**src/rtl/axi_irq_svc_pkg.sv**
```systemverilog
// Shared constants for the interrupt service master: peripheral register map,
// CTRL/STATUS bit values, AXI response codes and the state enums.
package axi_irq_svc_pkg;

  localparam logic [7:0] REG_DATA   = 8'h0;
  localparam logic [7:0] REG_CTRL   = 8'h4;
  localparam logic [7:0] REG_STATUS = 8'h8;
  localparam logic [7:0] REG_INT_EN = 8'hC;

  localparam logic [31:0] CTRL_INT_CLEAR   = 32'h1;
  localparam logic [31:0] CTRL_RESET_STATE = 32'h2;
  localparam logic [31:0] INT_EN_ALL       = 32'h1;
  localparam int          STATUS_PENDING_BIT = 0;

  localparam logic [1:0] RESP_OKAY   = 2'b00;
  localparam logic [1:0] RESP_SLVERR = 2'b10;

  typedef enum logic [2:0] {
    ST_INIT,
    ST_IDLE,
    ST_RD_STATUS,
    ST_RD_DATA,
    ST_PUSH,
    ST_WR_CLEAR,
    ST_WAIT_LOW,
    ST_WR_RESET
  } svc_state_e;

  typedef enum logic [1:0] {
    MST_IDLE,
    MST_WR,
    MST_RD
  } mst_state_e;

endpackage

```
**src/rtl/axi_lite_master_if.sv**
```systemverilog
// Single-transaction AXI4-Lite master engine: one read or write per req pulse,
// done_o is a one-cycle strobe coincident with the B/R handshake.
module axi_lite_master_if
  import axi_irq_svc_pkg::*;
#(
  parameter int ADDR_W = 4,
  parameter int DATA_W = 32
) (
  input  logic                clk_i,
  input  logic                rst_i,
  input  logic                req_i,
  input  logic                we_i,
  input  logic [ADDR_W-1:0]   addr_i,
  input  logic [DATA_W-1:0]   wdata_i,
  input  logic                abort_i,
  output logic                done_o,
  output logic [DATA_W-1:0]   rdata_o,
  output logic [1:0]          resp_o,
  output logic [ADDR_W-1:0]   awaddr_o,
  output logic [2:0]          awprot_o,
  output logic                awvalid_o,
  input  logic                awready_i,
  output logic [DATA_W-1:0]   wdata_o,
  output logic [DATA_W/8-1:0] wstrb_o,
  output logic                wvalid_o,
  input  logic                wready_i,
  input  logic [1:0]          bresp_i,
  input  logic                bvalid_i,
  output logic                bready_o,
  output logic [ADDR_W-1:0]   araddr_o,
  output logic [2:0]          arprot_o,
  output logic                arvalid_o,
  input  logic                arready_i,
  input  logic [DATA_W-1:0]   rdata_i,
  input  logic [1:0]          rresp_i,
  input  logic                rvalid_i,
  output logic                rready_o
);

  mst_state_e        state_q, state_d;
  logic              awvalid_q, awvalid_d;
  logic              wvalid_q, wvalid_d;
  logic              bready_q, bready_d;
  logic              arvalid_q, arvalid_d;
  logic              rready_q, rready_d;
  logic [ADDR_W-1:0] addr_q, addr_d;
  logic [DATA_W-1:0] wdata_q, wdata_d;

  always_ff @(posedge clk_i) begin
    if (rst_i) begin
      state_q   <= MST_IDLE;
      awvalid_q <= 1'b0;
      wvalid_q  <= 1'b0;
      bready_q  <= 1'b0;
      arvalid_q <= 1'b0;
      rready_q  <= 1'b0;
    end else begin
      state_q   <= state_d;
      awvalid_q <= awvalid_d;
      wvalid_q  <= wvalid_d;
      bready_q  <= bready_d;
      arvalid_q <= arvalid_d;
      rready_q  <= rready_d;
    end
    addr_q  <= addr_d;
    wdata_q <= wdata_d;
  end

  always_comb begin
    state_d   = state_q;
    awvalid_d = awvalid_q;
    wvalid_d  = wvalid_q;
    bready_d  = bready_q;
    arvalid_d = arvalid_q;
    rready_d  = rready_q;
    addr_d    = addr_q;
    wdata_d   = wdata_q;
    done_o    = 1'b0;
    resp_o    = RESP_OKAY;
    unique case (state_q)
      MST_IDLE: begin
        if (req_i) begin
          addr_d = addr_i;
          if (we_i) begin
            wdata_d   = wdata_i;
            awvalid_d = 1'b1;
            wvalid_d  = 1'b1;
            bready_d  = 1'b1;
            state_d   = MST_WR;
          end else begin
            arvalid_d = 1'b1;
            rready_d  = 1'b1;
            state_d   = MST_RD;
          end
        end
      end
      MST_WR: begin
        // AW and W retire independently; B closes the transaction.
        if (awready_i) awvalid_d = 1'b0;
        if (wready_i)  wvalid_d  = 1'b0;
        if (bvalid_i) begin
          awvalid_d = 1'b0;
          wvalid_d  = 1'b0;
          bready_d  = 1'b0;
          done_o    = 1'b1;
          resp_o    = bresp_i;
          state_d   = MST_IDLE;
        end
      end
      MST_RD: begin
        if (arready_i) arvalid_d = 1'b0;
        if (rvalid_i) begin
          arvalid_d = 1'b0;
          rready_d  = 1'b0;
          done_o    = 1'b1;
          resp_o    = rresp_i;
          state_d   = MST_IDLE;
        end
      end
      default: state_d = MST_IDLE;
    endcase
    if (abort_i) begin
      awvalid_d = 1'b0;
      wvalid_d  = 1'b0;
      bready_d  = 1'b0;
      arvalid_d = 1'b0;
      rready_d  = 1'b0;
      state_d   = MST_IDLE;
    end
  end

  assign rdata_o   = rdata_i;
  assign awaddr_o  = addr_q;
  assign araddr_o  = addr_q;
  assign awprot_o  = 3'b000;
  assign arprot_o  = 3'b000;
  assign wdata_o   = wdata_q;
  assign wstrb_o   = '1;
  assign awvalid_o = awvalid_q;
  assign wvalid_o  = wvalid_q;
  assign bready_o  = bready_q;
  assign arvalid_o = arvalid_q;
  assign rready_o  = rready_q;

endmodule

```
**src/rtl/axi_irq_service_master.sv**
```systemverilog
// Interrupt-driven AXI4-Lite service loop: read STATUS/DATA, hand the word out,
// clear and re-arm the peripheral. Define AXI_IRQ_SVC_TIMEOUT_EN for wait timeouts.
module axi_irq_service_master
  import axi_irq_svc_pkg::*;
#(
  parameter int C_M00_AXI_ADDR_WIDTH = 4,
  parameter int C_M00_AXI_DATA_WIDTH = 32,
  parameter int TIMEOUT_MAX          = 1024
) (
  input  logic                                m00_axi_aclk,
  input  logic                                m00_axi_areset,
  input  logic                                enable,
  input  logic                                irq,
  output logic [C_M00_AXI_ADDR_WIDTH-1:0]     m00_axi_awaddr,
  output logic [2:0]                          m00_axi_awprot,
  output logic                                m00_axi_awvalid,
  input  logic                                m00_axi_awready,
  output logic [C_M00_AXI_DATA_WIDTH-1:0]     m00_axi_wdata,
  output logic [C_M00_AXI_DATA_WIDTH/8-1:0]   m00_axi_wstrb,
  output logic                                m00_axi_wvalid,
  input  logic                                m00_axi_wready,
  input  logic [1:0]                          m00_axi_bresp,
  input  logic                                m00_axi_bvalid,
  output logic                                m00_axi_bready,
  output logic [C_M00_AXI_ADDR_WIDTH-1:0]     m00_axi_araddr,
  output logic [2:0]                          m00_axi_arprot,
  output logic                                m00_axi_arvalid,
  input  logic                                m00_axi_arready,
  input  logic [C_M00_AXI_DATA_WIDTH-1:0]     m00_axi_rdata,
  input  logic [1:0]                          m00_axi_rresp,
  input  logic                                m00_axi_rvalid,
  output logic                                m00_axi_rready,
  output logic [C_M00_AXI_DATA_WIDTH-1:0]     data_out,
  output logic                                data_valid,
  input  logic                                data_ready,
  output logic                                busy,
  output logic                                err,
  output logic [15:0]                         irq_count
);

  localparam int AW = C_M00_AXI_ADDR_WIDTH;
  localparam int DW = C_M00_AXI_DATA_WIDTH;

  svc_state_e    state_q, state_d;
  logic [DW-1:0] data_out_q, data_out_d;
  logic          err_q, err_d;
  logic [15:0]   irq_count_q, irq_count_d;
  logic          count_q, count_d;
  logic          pend_q, pend_d;

  logic          txn_state, txn_req, txn_we, txn_done, txn_ok, txn_abort, tmo_fire;
  logic [AW-1:0] txn_addr;
  logic [DW-1:0] txn_wdata, txn_rdata;
  logic [1:0]    txn_resp;

  assign txn_state = (state_q == ST_INIT) || (state_q == ST_RD_STATUS) ||
                     (state_q == ST_RD_DATA) || (state_q == ST_WR_CLEAR) ||
                     (state_q == ST_WR_RESET);
  assign txn_req   = txn_state && !pend_q;
  assign txn_ok    = (txn_resp == RESP_OKAY);
  assign txn_abort = tmo_fire;

`ifdef AXI_IRQ_SVC_TIMEOUT_EN
  localparam int TW = $clog2(TIMEOUT_MAX + 1);
  logic [TW-1:0] tmo_q, tmo_d;
  logic          waiting;

  assign waiting  = txn_state || (state_q == ST_WAIT_LOW);
  assign tmo_fire = waiting && (tmo_q == TW'(TIMEOUT_MAX - 1)) && !txn_done &&
                    !((state_q == ST_WAIT_LOW) && !irq);
  assign tmo_d    = (state_d != state_q || !waiting) ? '0 : tmo_q + TW'(1);

  always_ff @(posedge m00_axi_aclk) begin
    if (m00_axi_areset) tmo_q <= '0;
    else                tmo_q <= tmo_d;
  end
`else
  assign tmo_fire = 1'b0;
`endif

  always_ff @(posedge m00_axi_aclk) begin
    if (m00_axi_areset) begin
      state_q     <= ST_INIT;
      data_out_q  <= '0;
      err_q       <= 1'b0;
      irq_count_q <= '0;
      count_q     <= 1'b0;
      pend_q      <= 1'b0;
    end else begin
      state_q     <= state_d;
      data_out_q  <= data_out_d;
      err_q       <= err_d;
      irq_count_q <= irq_count_d;
      count_q     <= count_d;
      pend_q      <= pend_d;
    end
  end

  always_comb begin
    pend_d = pend_q;
    if (txn_req) pend_d = 1'b1;
    if (txn_done || txn_abort) pend_d = 1'b0;
  end

  always_comb begin
    state_d     = state_q;
    data_out_d  = data_out_q;
    err_d       = err_q;
    irq_count_d = irq_count_q;
    count_d     = count_q;
    txn_we      = 1'b0;
    txn_addr    = '0;
    txn_wdata   = '0;
    unique case (state_q)
      ST_INIT: begin
        txn_we    = 1'b1;
        txn_addr  = AW'(REG_INT_EN);
        txn_wdata = DW'(INT_EN_ALL);
        if (txn_done) begin
          if (txn_ok) state_d = ST_IDLE;
          else        err_d   = 1'b1;
        end
      end
      ST_IDLE: if (irq && enable) state_d = ST_RD_STATUS;
      ST_RD_STATUS: begin
        txn_addr = AW'(REG_STATUS);
        if (txn_done) begin
          count_d = 1'b0;
          if (!txn_ok) begin
            err_d   = 1'b1;
            state_d = ST_WR_RESET;
          end else if (txn_rdata[STATUS_PENDING_BIT]) begin
            state_d = ST_RD_DATA;
          end else begin
            state_d = ST_WR_RESET;
          end
        end
      end
      ST_RD_DATA: begin
        txn_addr = AW'(REG_DATA);
        if (txn_done) begin
          if (!txn_ok) begin
            err_d   = 1'b1;
            state_d = ST_WR_RESET;
          end else begin
            data_out_d = txn_rdata;
            count_d    = 1'b1;
            state_d    = ST_PUSH;
          end
        end
      end
      ST_PUSH: if (data_ready) state_d = ST_WR_CLEAR;
      ST_WR_CLEAR: begin
        txn_we    = 1'b1;
        txn_addr  = AW'(REG_CTRL);
        txn_wdata = DW'(CTRL_INT_CLEAR);
        if (txn_done) begin
          if (!txn_ok) begin
            err_d   = 1'b1;
            count_d = 1'b0;
            state_d = ST_WR_RESET;
          end else begin
            state_d = ST_WAIT_LOW;
          end
        end
      end
      ST_WAIT_LOW: if (!irq) state_d = ST_WR_RESET;
      ST_WR_RESET: begin
        txn_we    = 1'b1;
        txn_addr  = AW'(REG_CTRL);
        txn_wdata = DW'(CTRL_RESET_STATE);
        if (txn_done) begin
          count_d = 1'b0;
          state_d = ST_IDLE;
          if (!txn_ok)      err_d       = 1'b1;
          else if (count_q) irq_count_d = irq_count_q + 16'd1;
        end
      end
      default: state_d = ST_INIT;
    endcase
    // A stalled wait counts as a failed service; a stalled re-arm gives up to IDLE.
    if (tmo_fire) begin
      err_d   = 1'b1;
      count_d = 1'b0;
      state_d = (state_q == ST_WR_RESET) ? ST_IDLE : ST_WR_RESET;
    end
  end

  axi_lite_master_if #(
    .ADDR_W (AW),
    .DATA_W (DW)
  ) u_axi (
    .clk_i     (m00_axi_aclk),
    .rst_i     (m00_axi_areset),
    .req_i     (txn_req),
    .we_i      (txn_we),
    .addr_i    (txn_addr),
    .wdata_i   (txn_wdata),
    .abort_i   (txn_abort),
    .done_o    (txn_done),
    .rdata_o   (txn_rdata),
    .resp_o    (txn_resp),
    .awaddr_o  (m00_axi_awaddr),
    .awprot_o  (m00_axi_awprot),
    .awvalid_o (m00_axi_awvalid),
    .awready_i (m00_axi_awready),
    .wdata_o   (m00_axi_wdata),
    .wstrb_o   (m00_axi_wstrb),
    .wvalid_o  (m00_axi_wvalid),
    .wready_i  (m00_axi_wready),
    .bresp_i   (m00_axi_bresp),
    .bvalid_i  (m00_axi_bvalid),
    .bready_o  (m00_axi_bready),
    .araddr_o  (m00_axi_araddr),
    .arprot_o  (m00_axi_arprot),
    .arvalid_o (m00_axi_arvalid),
    .arready_i (m00_axi_arready),
    .rdata_i   (m00_axi_rdata),
    .rresp_i   (m00_axi_rresp),
    .rvalid_i  (m00_axi_rvalid),
    .rready_o  (m00_axi_rready)
  );

  assign data_out   = data_out_q;
  assign data_valid = (state_q == ST_PUSH);
  assign busy       = (state_q != ST_IDLE);
  assign err        = err_q;
  assign irq_count  = irq_count_q;

endmodule

```
**config.mk**
```make
export PLATFORM = sky130hd
export DESIGN_NAME = axi_irq_service_master
export DESIGN_NICKNAME = d
export VERILOG_FILES = /design/src/rtl/axi_irq_svc_pkg.sv /design/src/rtl/axi_lite_master_if.sv /design/src/rtl/axi_irq_service_master.sv
export SDC_FILE = /design/constraint.sdc
export NUM_CORES = 1
export LEC_CHECK = 0
export CORE_MARGIN = 2
export CORE_UTILIZATION = 25
export CTS_BUF_LIST = sky130_fd_sc_hd__clkbuf_4
export CTS_CLUSTER_DIAMETER = 60
export DETAILED_ROUTE_END_ITERATION = 8
export DONT_BUFFER_PORTS = 1
export GPL_ROUTABILITY_DRIVEN = 1
export GPL_TIMING_DRIVEN = 0
export PLACE_DENSITY = 0.4
export SETUP_SLACK_MARGIN = 0.05
export SYNTH_ARGS = -nofsm -noshare
export SYNTH_HDL_FRONTEND = slang
export SYNTH_SLANG_ARGS = --single-unit
```
**constraint.sdc**
```tcl
create_clock -name m00_axi_aclk -period 6.43 [get_ports m00_axi_aclk]
set_clock_uncertainty 0.05 [all_clocks]
set_input_delay 0.3215 -clock m00_axi_aclk [delete_from_list [all_inputs] [get_ports m00_axi_aclk]]
set_output_delay 0.3215 -clock m00_axi_aclk [all_outputs]
set_load 0.005 [all_outputs]
```
==> results.rst, run 1 <==
.. list-table::
   :header-rows: 1

   * - Metric
     - Value
   * - Ports placed on the boundary
     - 152
   * - Transition time of the tightest slew-check pin
     - 0.768 ns
   * - Remaining routing DRC violations
     - 0
   * - # clock sinks
     - 65
   * - Post-DP HPWL
     - 7.64 mm
   * - Initial antenna violation count
     - 0
   * - Clock input transition at the sequential cells of the worst setup and hold paths
     - 0.12 ns
   * - Worst reg2reg setup slack
     - 3.81 ns
   * - Path category of the worst min-delay check
     - input pin to flop
   * - Placed Instance Area
     - 3820 µm²
   * - Number of buffers inserted by post-CTS setup repair
     - 0
   * - Final setup violation count
     - 0
   * - Endpoint with the worst hold slack
     - state_q[0]
   * - Max-slew headroom
     - 0.487
   * - Yosys warnings
     - 0
   * - Total global-route track usage
     - 0.149
   * - Portion of the post-synthesis area used by sequential elements
     - 0.389
   * - Antenna diodes
     - 0
   * - Status
     - completed
   * - Cell chosen for the clock root
     - clkbuf_4
   * - Shortest clock period the worst path allows after layout
     - 2.62 ns
   * - Number of fill cells in the layout
     - 1,425
   * - Worst Reg2Reg Path Length in Cells
     - 7
   * - Wirelength per Cell
     - 15.8 µm
   * - Met2 layer usage reported by global route
     - 0.231
   * - Nature of the critical path endpoint
     - flop
   * - Post-detailed-route count of antenna-violating nets
     - 0
   * - Largest buffer count on any clock path
     - 2
   * - Startpoint-to-endpoint class of the critical path
     - flop to flop
   * - Syn Std Cell Area
     - 3440 µm²
   * - Leftover overflow at the end of global routing
     - 0
   * - Capture instance of the worst register-to-register path
     - irq_count[2]
   * - Count of TritonRoute iterations in the first routing pass
     - 6
   * - Total power density per cell area
     - 243 nW/µm²
   * - Post-route cell area
     - 4310 µm²
   * - Starting utilization of the core area
     - 0.258
   * - Total of buffers placed on input and output ports
     - 0
   * - Number of enable-type register cells in the synthesized netlist
     - 4
   * - Static Leak
     - 1.60 nW
   * - TritonCTS clock tree
     - yes
   * - Synth top cells by count
     - dfxtp_1, a21oi_1, buf_4
   * - Die boundary height
     - 121 µm
   * - Max cap viols
     - 0
   * - Iter 0 DRT Violations
     - 160
   * - Number of standard cells after synthesis
     - 415
   * - Share of the synthesized area in the top cell type
     - 0.355
   * - Number of register bits inferred by synthesis
     - 65
   * - Wire length of the first global-routing pass
     - 16.8 mm
   * - Met3 GRT Util
     - 0.0569
   * - RD Place Congestion
     - 0.831
   * - Hold violation count in the final report
     - 0
   * - Number of cell rows
     - 42
   * - DRT Wirelength
     - 10.8 mm
   * - Met1 capacity usage during global routing
     - 0.185
   * - Number of buffers created by CTS
     - 9
   * - Floorplan Core Area
     - 13,300 µm²
   * - Mapped Avg Cell Area
     - 8.30 µm²
   * - Flip-flop cell with the highest count after synthesis
     - dfxtp_1
   * - Count of unique library cells instantiated by Yosys
     - 51
   * - Hold path start
     - enable
   * - Global route hottest layer
     - met2
   * - Area growth from synthesis to layout
     - 25.0%
   * - Most numerous cell in the Yosys netlist
     - dfxtp_1
   * - Final max-slew violation count
     - 0
   * - Setup TNS
     - 0 ns
   * - Maximum vdd drop
     - 0.000116 V
   * - Async S/R FF share, synth
     - 0
   * - Number of global-route vias before repair
     - 3,064
   * - FMAX
     - 382 MHz
   * - Final cycle utilization of the critical path
     - 0.407
   * - Kind of start point of the critical path
     - flop
   * - Post-synthesis cell type with the largest combined area
     - dfxtp_1
   * - Hold Crit Depth
     - 2
   * - Crit path arrival time
     - 2.95 ns
   * - Total Die Area
     - 14,700 µm²
   * - Depth of the CTS H-tree
     - 3
   * - Die span in x
     - 121 µm
   * - Nets@finish
     - 554
   * - Required time worst endpoint
     - 6.76 ns
   * - Top area cells in the synthesized netlist
     - dfxtp_1, buf_4, a21oi_1
   * - Setup repair after global routing missed its margin
     - false
   * - CP max FO
     - 10
   * - Fraction of final layout cells with drive strength greater than 1
     - 0.146
   * - Clock insertion delay at the later pin of the skew report
     - 0.45 ns
   * - Worst r2r src
     - u_axi.state_q[1]
   * - Largest net degree at the start of global routing
     - 12
   * - Via count
     - 3,259
   * - Detailed-route vias per instance
     - 4.76
==> cell usage in the layout (no fill, tap or decap), types with 2 or more instances in the layout <==
master / instances
nand2b_1: 6
nand3_1: 36
and2_1: 2
nor2b_1: 9
nand3b_1: 3
o221a_2: 2
nand2_1: 12
conb_1: 44
a31o_2: 2
dfxtp_1: 61
clkbuf_4: 10
nor3_1: 7
or3_1: 3
and4_1: 3
nand4_1: 4
clkinv_1: 2
and3_1: 3
ha_1: 5
a21o_1: 3
clkbuf_1: 26
buf_4: 46
inv_1: 10
dlygate4sd3_1: 35
o31ai_1: 12
mux2_2: 6
o2111a_1: 2
o21ai_0: 41
or4_1: 11
edfxtp_1: 4
a21oi_1: 53
nor4_1: 3
a22o_1: 2
buf_2: 2
nor2_1: 14
==> timing repair <==
item	CTS	global route
setup endpoints to repair	0	0
endpoints found under the hold margin	34	0
hold buffers	35	0
resized for setup	0	0
==> cells by family after synthesis <==
group | share of synthesized area
flops | 0.389
mux | 0.0225
buf+inv | 0.142
compound gates | 0.224
other cells | 0.00218
fa+ha+maj | 0.0182
simple gates | 0.201
==> metrics by stage <==
| stage | std cells | utilization | setup slack (ns) | hold slack, ns | total power, mW |
|---|---|---|---|---|---|
| 5_1_grt | 684 | 0.323 | 3.55 | 0.0234 | 1.11 |
| 4_1_cts | 684 | 0.323 | 3.82 | 0.00357 | 1.05 |
| 3_3_place_gp | 633 | 0.286 | 3.88 | 0.421 | 0.741 |
| 6_report | 684 | 0.323 | 3.81 | 0.0553 | 1.05 |
| 2_1_floorplan | 457 | - | 4.23 | 0.408 | 0.670 |
| 3_5_place_dp | 633 | 0.286 | 3.86 | 0.427 | 0.743 |
==> final cells by class <==
cell class                      count  area (µm²)  area share
Sequential cell                    65        1340       0.311
Timing Repair Buffer               35         350      0.0813
Buffer                             74         453       0.105
Tap cell                          176         220      0.0511
Clock buffer                       10        75.1      0.0174
Multi-Input combinational cell    308        1770       0.411
Inverter                           10        37.5     0.00872
Clock inverter                      6        58.8      0.0137
==> state kept, by name, summed over array words and instances (netlist names), 2 cells and up <==
name            flops
data_out           32
irq_count          16
state_q             3
u_axi.araddr_o      2
u_axi.state_q       2
u_axi.wdata_o       2
==> how the worst max path moves through the flow <==
stage	start	endpoint	slack, ns
2_1_floorplan	u_axi.state_q[0]	irq_count[6]	4.23
3_5_place_dp	u_axi.state_q[1]	irq_count[2]	3.86
4_1_cts	u_axi.state_q[1]	irq_count[2]	3.82
6_report	u_axi.state_q[1]	irq_count[2]	3.81
5_1_grt	u_axi.state_q[1]	data_out[10]	3.55
3_3_place_gp	u_axi.state_q[1]	irq_count[2]	3.88
==> worst max-delay path, stage by stage (launching register included) <==
cell and delay, ns:
dfxtp_1 0.35, inv_1 0.08, ha_1 0.29, a22o_1 0.35, a2111o_1 0.53, clkbuf_1 0.28
or4_1 0.45, a21oi_1 0.15
==> metal layers <==
metal  up-vias  share of wire
li1       1597              -
met1      1525           0.44
met2       126           0.46
met3        11          0.087
met4         0          0.013
met5         -              0
==> where the power goes <==
part,internal [mW],switching (mW)
Sequential,0.441,0.0265
Combinational,0.117,0.173
Clock,0.120,0.169
(Power assumes the default switching activity.)
==> run 2, diff against run 1 <==
- clock period: 6.43 -> 2.62 ns (I/O delays scaled with it)
==> run 2 against run 1 <==
  * Clock-buffer cell count is the same
  * First-iteration DRC count grew 0.63%
  * Final area grew 2.5%
  * Critical path type unchanged
==> results.rst, run 2 (synthesis gave the netlist of run 1 again) <==
.. list-table::
   :header-rows: 1

   * - Metric
     - Value
   * - Cell chosen for the clock root
     - clkbuf_4
   * - Status
     - completed
   * - Nature of the critical path endpoint
     - flop
   * - Static Leak
     - 1.63 nW (+1.6%)
   * - Shortest clock period the worst path allows after layout
     - 2.43 ns (-0.183 ns)
   * - Number of buffers inserted by post-CTS setup repair
     - 0 (unchanged)
   * - Total power
     - 2.59 mW (+150%)
   * - Register Area
     - 1340 µm² (unchanged)
   * - Detailed-route vias per instance
     - 4.78 (+0.35%)
   * - DRT Wirelength
     - 10.9 mm (+0.86%)
   * - Iter 0 DRT Violations
     - 161 (+0.63%)
   * - Number of buffers created by CTS
     - 9 (unchanged)
   * - Final setup violation count
     - 0 (unchanged)
   * - Total power density per cell area
     - 587 nW/µm² (+140%)
   * - Nets@finish
     - 560 (+1.1%)
   * - Clock insertion delay at the later pin of the skew report
     - 0.44 ns (about the same)
   * - Crit path arrival time
     - 2.76 ns (-0.19 ns)
   * - CP max FO
     - 10 (unchanged)
   * - Starting utilization of the core area
     - 0.258 (unchanged)
   * - Most common cell after layout, fill and taps aside
     - dfxtp_1
   * - Setup TNS
     - 0 ns (unchanged)
   * - Area of the multi-input gates
     - 1820 µm² (+2.5%)
   * - Antenna diodes
     - 0 (unchanged)
   * - Depth of the CTS H-tree
     - 3 (unchanged)
   * - Startpoint-to-endpoint class of the critical path
     - flop to flop
   * - Via count
     - 3,299 (+1.2%)
   * - Final max-slew violation count
     - 0 (unchanged)
   * - Worst setup margin
     - 0.186 ns (-3.63 ns)
   * - Post-DP HPWL
     - 7.64 mm (unchanged)
   * - Final cycle utilization of the critical path
     - 0.929 (+0.522)
   * - Kind of start point of the critical path
     - flop
   * - Post-detailed-route count of antenna-violating nets
     - 0 (unchanged)
   * - Placed Instance Area
     - 3820 µm² (unchanged)
   * - Max-slew headroom
     - 0.481 (-0.00563)
   * - Worst setup startpoint
     - u_axi.state_q[1]
   * - Largest buffer count on any clock path
     - 2 (unchanged)
   * - Worst-case setup slack after placement
     - 0.0473 ns (-3.81 ns)
   * - Hold violation count in the final report
     - 0 (unchanged)
   * - Initial antenna violation count
     - 0 (unchanged)
   * - Number of global-route vias before repair
     - 3,123 (+1.9%)
   * - Leftover overflow at the end of global routing
     - 0 (unchanged)
   * - Total global-route track usage
     - 0.149 (+0.000594)
   * - FMAX
     - 411 MHz (+7.5%)
   * - Max cap viols
     - 0 (unchanged)
   * - # clock sinks
     - 65 (unchanged)
   * - Floorplan Core Area
     - 13,300 µm² (unchanged)
   * - Die span in x
     - 121 µm (unchanged)
   * - Wirelength per Cell
     - 15.8 µm (about the same)
   * - Worst r2r src
     - u_axi.state_q[1]
   * - Wire length of the first global-routing pass
     - 16.9 mm (+0.58%)
   * - Clock input transition at the sequential cells of the worst setup and hold paths
     - 0.11 ns (about the same)
   * - Die boundary height
     - 121 µm (unchanged)
   * - RD Place Congestion
     - 0.831 (unchanged)
   * - Area growth from synthesis to layout
     - 28.1%
   * - Number of cell rows
     - 42 (unchanged)
   * - Ports placed on the boundary
     - 152 (unchanged)
   * - Required time worst endpoint
     - 2.94 ns (-3.82 ns)
   * - Number of fill cells in the layout
     - 1,416 (-0.63%)
   * - Transition time of the tightest slew-check pin
     - 0.776 ns (+0.00842 ns)
   * - Total of buffers placed on input and output ports
     - 0 (unchanged)
   * - Most frequent cells in the layout
     - dfxtp_1, a21oi_1, buf_4
   * - Count of TritonRoute iterations in the first routing pass
     - 4 (-2)
   * - Flip-flop count of the largest register, all copies and words added
     - 32 (unchanged)
   * - Largest net degree at the start of global routing
     - 12 (unchanged)
   * - Post-route cell area
     - 4410 µm² (+2.5%)
   * - Setup repair after global routing missed its margin
     - false
   * - Maximum vdd drop
     - 0.000285 V (+140%)
   * - Fraction of final layout cells with drive strength greater than 1
     - 0.167 (+0.0216)
   * - Total Die Area
     - 14,700 µm² (unchanged)
   * - Remaining routing DRC violations
     - 0 (unchanged)
   * - Path category of the worst min-delay check
     - input pin to flop
   * - Hold path start
     - irq
   * - Utilization after layout
     - 0.331 (+0.00797)
   * - TritonCTS clock tree
     - yes
-- run 2: routing by layer --
| metal | track usage | share of wire | up-vias |
|---|---|---|---|
| li1 | - | - | 1612 |
| met1 | 0.185 | 0.43 | 1540 |
| met2 | 0.232 | 0.47 | 132 |
| met3 | 0.0559 | 0.085 | 15 |
| met4 | 0.0632 | 0.016 | 0 |
| met5 | 0 | 0 | - |
-- run 2: per-stage QoR --
step | std cells | hold WS (ns)
after global routing | 690 | 0.0897
final | 690 | 0.108
after CTS | 690 | 0.0459
after floorplan | 457 | 0.229
after global placement | 633 | 0.231
after detailed placement | 633 | 0.236
-- run 2: area by class of cell --
type,count,area share
plain buffers,74,0.103
clock buffers,10,0.0170
clock inverters,6,0.0133
inverters,10,0.00851
multi-input cells,308,0.411
flip-flops and latches,65,0.304
well taps,176,0.0499
repair buffers,41,0.0930
-- run 2: path summary, 6_finish.rpt --
path	end	slack (ns)	cells after the start
setup / recovery	irq_count[2]	0.19	7
hold / removal	state_q[2]	0.11	4
setup reg to reg	irq_count[2]	0.19	7
hold reg to reg	data_out[6]	0.45	2
-- run 2: worst max-delay path, cell delays in order, from the launching register on --
cell and delay (ns):
dfxtp_1 0.35, inv_1 0.09, ha_2 0.23, a22o_2 0.33, a2111o_1 0.52, buf_2 0.23, or4_1 0.41, a21oi_1 0.15
-- run 2: what timing repair did --
action | in CTS | in global routing
cloned | 0 | 0
resized for setup | 3 | 10
endpoints found under the hold margin | 44 | 0
pin swaps | 0 | 0
hold buffers | 41 | 0
endpoints found under the setup margin | 4 | 43
-- run 2: report_power, final --
group	switching [mW]	internal (mW)
logic	0.434	0.307
clock network	0.407	0.295
registers	0.0662	1.08
total	0.907	1.68
==> run 3, diff against run 2 <==
==> constraint.sdc (replaced) <==
create_clock -name m00_axi_aclk -period 2.62 [get_ports m00_axi_aclk]
set_clock_uncertainty 0.05 [all_clocks]
set_input_delay 0.393 -clock m00_axi_aclk [delete_from_list [all_inputs] [get_ports m00_axi_aclk]]
set_output_delay 0.393 -clock m00_axi_aclk [all_outputs]
set_load 0.005 [all_outputs]
==> run 3 against run 2 <==
  * Sequential share of layout area grew 0.75 points
  * Sequential power barely moved
  * Worst setup slack better by 0.0014 ns
  * Largest cell class unchanged
  * Wire length fell by 1.4%
  * Via count down 1.9%
  * Die area stayed put
==> results.rst, run 3 (synthesis gave the netlist of run 1 again) <==
.. list-table::
   :header-rows: 1

   * - Metric
     - Value
   * - Clock insertion delay at the later pin of the skew report
     - 0.45 ns (about the same)
   * - Via count
     - 3,235 (-1.9%)
   * - Most frequent cells in the layout
     - dfxtp_1, a21oi_1, buf_4
   * - Max cap viols
     - 0 (unchanged)
   * - Area growth from synthesis to layout
     - 25.0%
   * - Status
     - completed
   * - DRT Wirelength
     - 10.7 mm (-1.4%)
   * - Startpoint-to-endpoint class of the critical path
     - flop to flop
   * - Total global-route track usage
     - 0.147 (-0.00178)
   * - Final setup violation count
     - 0 (unchanged)
   * - Post-DP HPWL
     - 7.64 mm (unchanged)
   * - Number of cell rows
     - 42 (unchanged)
   * - Post-detailed-route count of antenna-violating nets
     - 0 (unchanged)
   * - Starting utilization of the core area
     - 0.258 (unchanged)
   * - Depth of the CTS H-tree
     - 3 (unchanged)
   * - Hold Crit Depth
     - 2 (-2)
   * - Final cycle utilization of the critical path
     - 0.928 (about the same)
   * - Number of global-route vias before repair
     - 3,054 (-2.2%)
   * - Most common cell after layout, fill and taps aside
     - dfxtp_1
   * - Number of buffers inserted by post-CTS setup repair
     - 0 (unchanged)
   * - Detailed-route vias per instance
     - 4.76 (-0.50%)
   * - Leftover overflow at the end of global routing
     - 0 (unchanged)
   * - Ports placed on the boundary
     - 152 (unchanged)
   * - # clock sinks
     - 65 (unchanged)
   * - Number of fill cells in the layout
     - 1,423 (+0.49%)
   * - Hold violation count in the final report
     - 0 (unchanged)
   * - Worst reg2reg setup slack
     - 0.19 ns (about the same)
   * - Nets@finish
     - 550 (-1.8%)
   * - Clock input transition at the sequential cells of the worst setup and hold paths
     - 0.12 ns (about the same)
   * - Maximum vdd drop
     - 0.000285 V (about the same)
   * - Iter 0 DRT Violations
     - 165 (+2.5%)
   * - Hold path start
     - m00_axi_rdata[29]
   * - Capture instance of the worst register-to-register path
     - irq_count[2]
   * - Die boundary height
     - 121 µm (unchanged)
   * - Wire length of the first global-routing pass
     - 16.7 mm (-1.3%)
   * - Path category of the worst min-delay check
     - input pin to flop
   * - Nature of the critical path endpoint
     - flop
   * - Transition time of the tightest slew-check pin
     - 0.759 ns (-0.0167 ns)
   * - Shortest clock period the worst path allows after layout
     - 2.43 ns (-0.00141 ns)
   * - Total of buffers placed on input and output ports
     - 0 (unchanged)
   * - RD Place Congestion
     - 0.831 (unchanged)
   * - Register Area
     - 1340 µm² (unchanged)
   * - Utilization after layout
     - 0.323 (-0.00797)
   * - Total power density per cell area
     - 597 nW/µm² (+1.7%)
   * - Antenna diodes
     - 0 (unchanged)
   * - Remaining routing DRC violations
     - 0 (unchanged)
   * - Wirelength per Cell
     - 15.8 µm (about the same)
   * - Total Die Area
     - 14,700 µm² (unchanged)
   * - Number of buffers created by CTS
     - 9 (unchanged)
   * - Max-slew headroom
     - 0.493 (+0.0111)
   * - Final max-slew violation count
     - 0 (unchanged)
   * - Initial antenna violation count
     - 0 (unchanged)
   * - Area of the multi-input gates
     - 1810 µm² (-0.34%)
   * - Kind of start point of the critical path
     - flop
   * - Endpoint with the worst hold slack
     - data_out[29]
   * - Worst r2r src
     - u_axi.state_q[1]
   * - Fraction of final layout cells with drive strength greater than 1
     - 0.169 (+0.00134)
   * - Setup repair after global routing missed its margin
     - false
   * - Required time worst endpoint
     - 2.95 ns (about the same)
   * - Flip-flop count of the largest register, all copies and words added
     - 32 (unchanged)
   * - Count of TritonRoute iterations in the first routing pass
     - 4 (unchanged)
   * - Setup TNS
     - 0 ns (unchanged)
   * - Die span in x
     - 121 µm (unchanged)
   * - Largest buffer count on any clock path
     - 2 (unchanged)
   * - Worst Reg2Reg Path Length in Cells
     - 7 (unchanged)
   * - TritonCTS clock tree
     - yes
   * - FMAX
     - 411 MHz (about the same)
   * - Largest net degree at the start of global routing
     - 12 (unchanged)
   * - CP max FO
     - 10 (unchanged)
   * - Cell chosen for the clock root
     - clkbuf_4
   * - Crit path arrival time
     - 2.76 ns (about the same)
   * - Floorplan Core Area
     - 13,300 µm² (unchanged)
   * - Static Leak
     - 1.58 nW (-2.5%)
==> run 3: cell types whose count changed in the layout (fill, tap and decap cells not counted), sizes merged <==
cell         previous run  this run
dlygate4sd3            41        31
==> run 3: metrics by stage <==
step           cell area (µm²)  setup WS (ns)  hold slack (ns)  std cells  power [mW]
2_1_floorplan             3600          0.420            0.408        457        1.64
3_3_place_gp              3820         0.0680            0.437        633        1.82
3_5_place_dp              3820         0.0473            0.438        633        1.82
4_1_cts                   4280         0.0576          0.00237        680        2.58
5_1_grt                   4310         0.0618           0.0443        680        2.74
6_report                  4310          0.188           0.0577        680        2.57
==> run 3: layout make-up <==
cell class	instances	share of cell area
Multi-Input combinational cell	308	0.420
Clock inverter	6	0.0137
Clock buffer	10	0.0174
Buffer	74	0.105
Timing Repair Buffer	31	0.0721
Inverter	10	0.00872
Tap cell	176	0.0511
Sequential cell	65	0.311
==> run 3: critical path, stage by stage (launching register included) <==
cell,delay (ns)
dfxtp_1,0.35
inv_1,0.09
ha_2,0.23
a22o_2,0.32
a2111o_1,0.52
buf_2,0.23
or4_1,0.41
a21oi_1,0.15
==> run 3: how the worst max path moves through the flow <==
stage / from / endpoint / depth (start not counted)
after global routing: u_axi.state_q[1] / irq_count[2] / 7
after floorplan: u_axi.state_q[0] / irq_count[6] / 7
after detailed placement: u_axi.state_q[1] / irq_count[2] / 7
final: u_axi.state_q[1] / irq_count[2] / 7
after global placement: u_axi.state_q[1] / irq_count[2] / 7
after CTS: u_axi.state_q[1] / data_out[16] / 7
==> run 3: layer usage <==
layer  track usage  share of wire  up-vias
met3        0.0569          0.088        9
met2         0.230           0.47      130
li1              -              -     1591
met1         0.182           0.43     1505
met4        0.0575          0.011        0
met5             0              0        -
==> run 3: timing repair <==
action / CTS / global route
pin swaps: 0 / 0
hold endpoints to repair: 31 / 0
resized for setup: 3 / 9
setup endpoints to repair: 4 / 42
hold buffers: 31 / 0
==> run 3: power by group <==
group	leakage, nW	internal (mW)	total (mW)	switching [mW]
Combinational	0.987	0.288	0.715	0.427
Clock	0.0715	0.295	0.708	0.413
Sequential	0.526	1.08	1.15	0.0656
Total	1.58	1.66	2.57	0.906
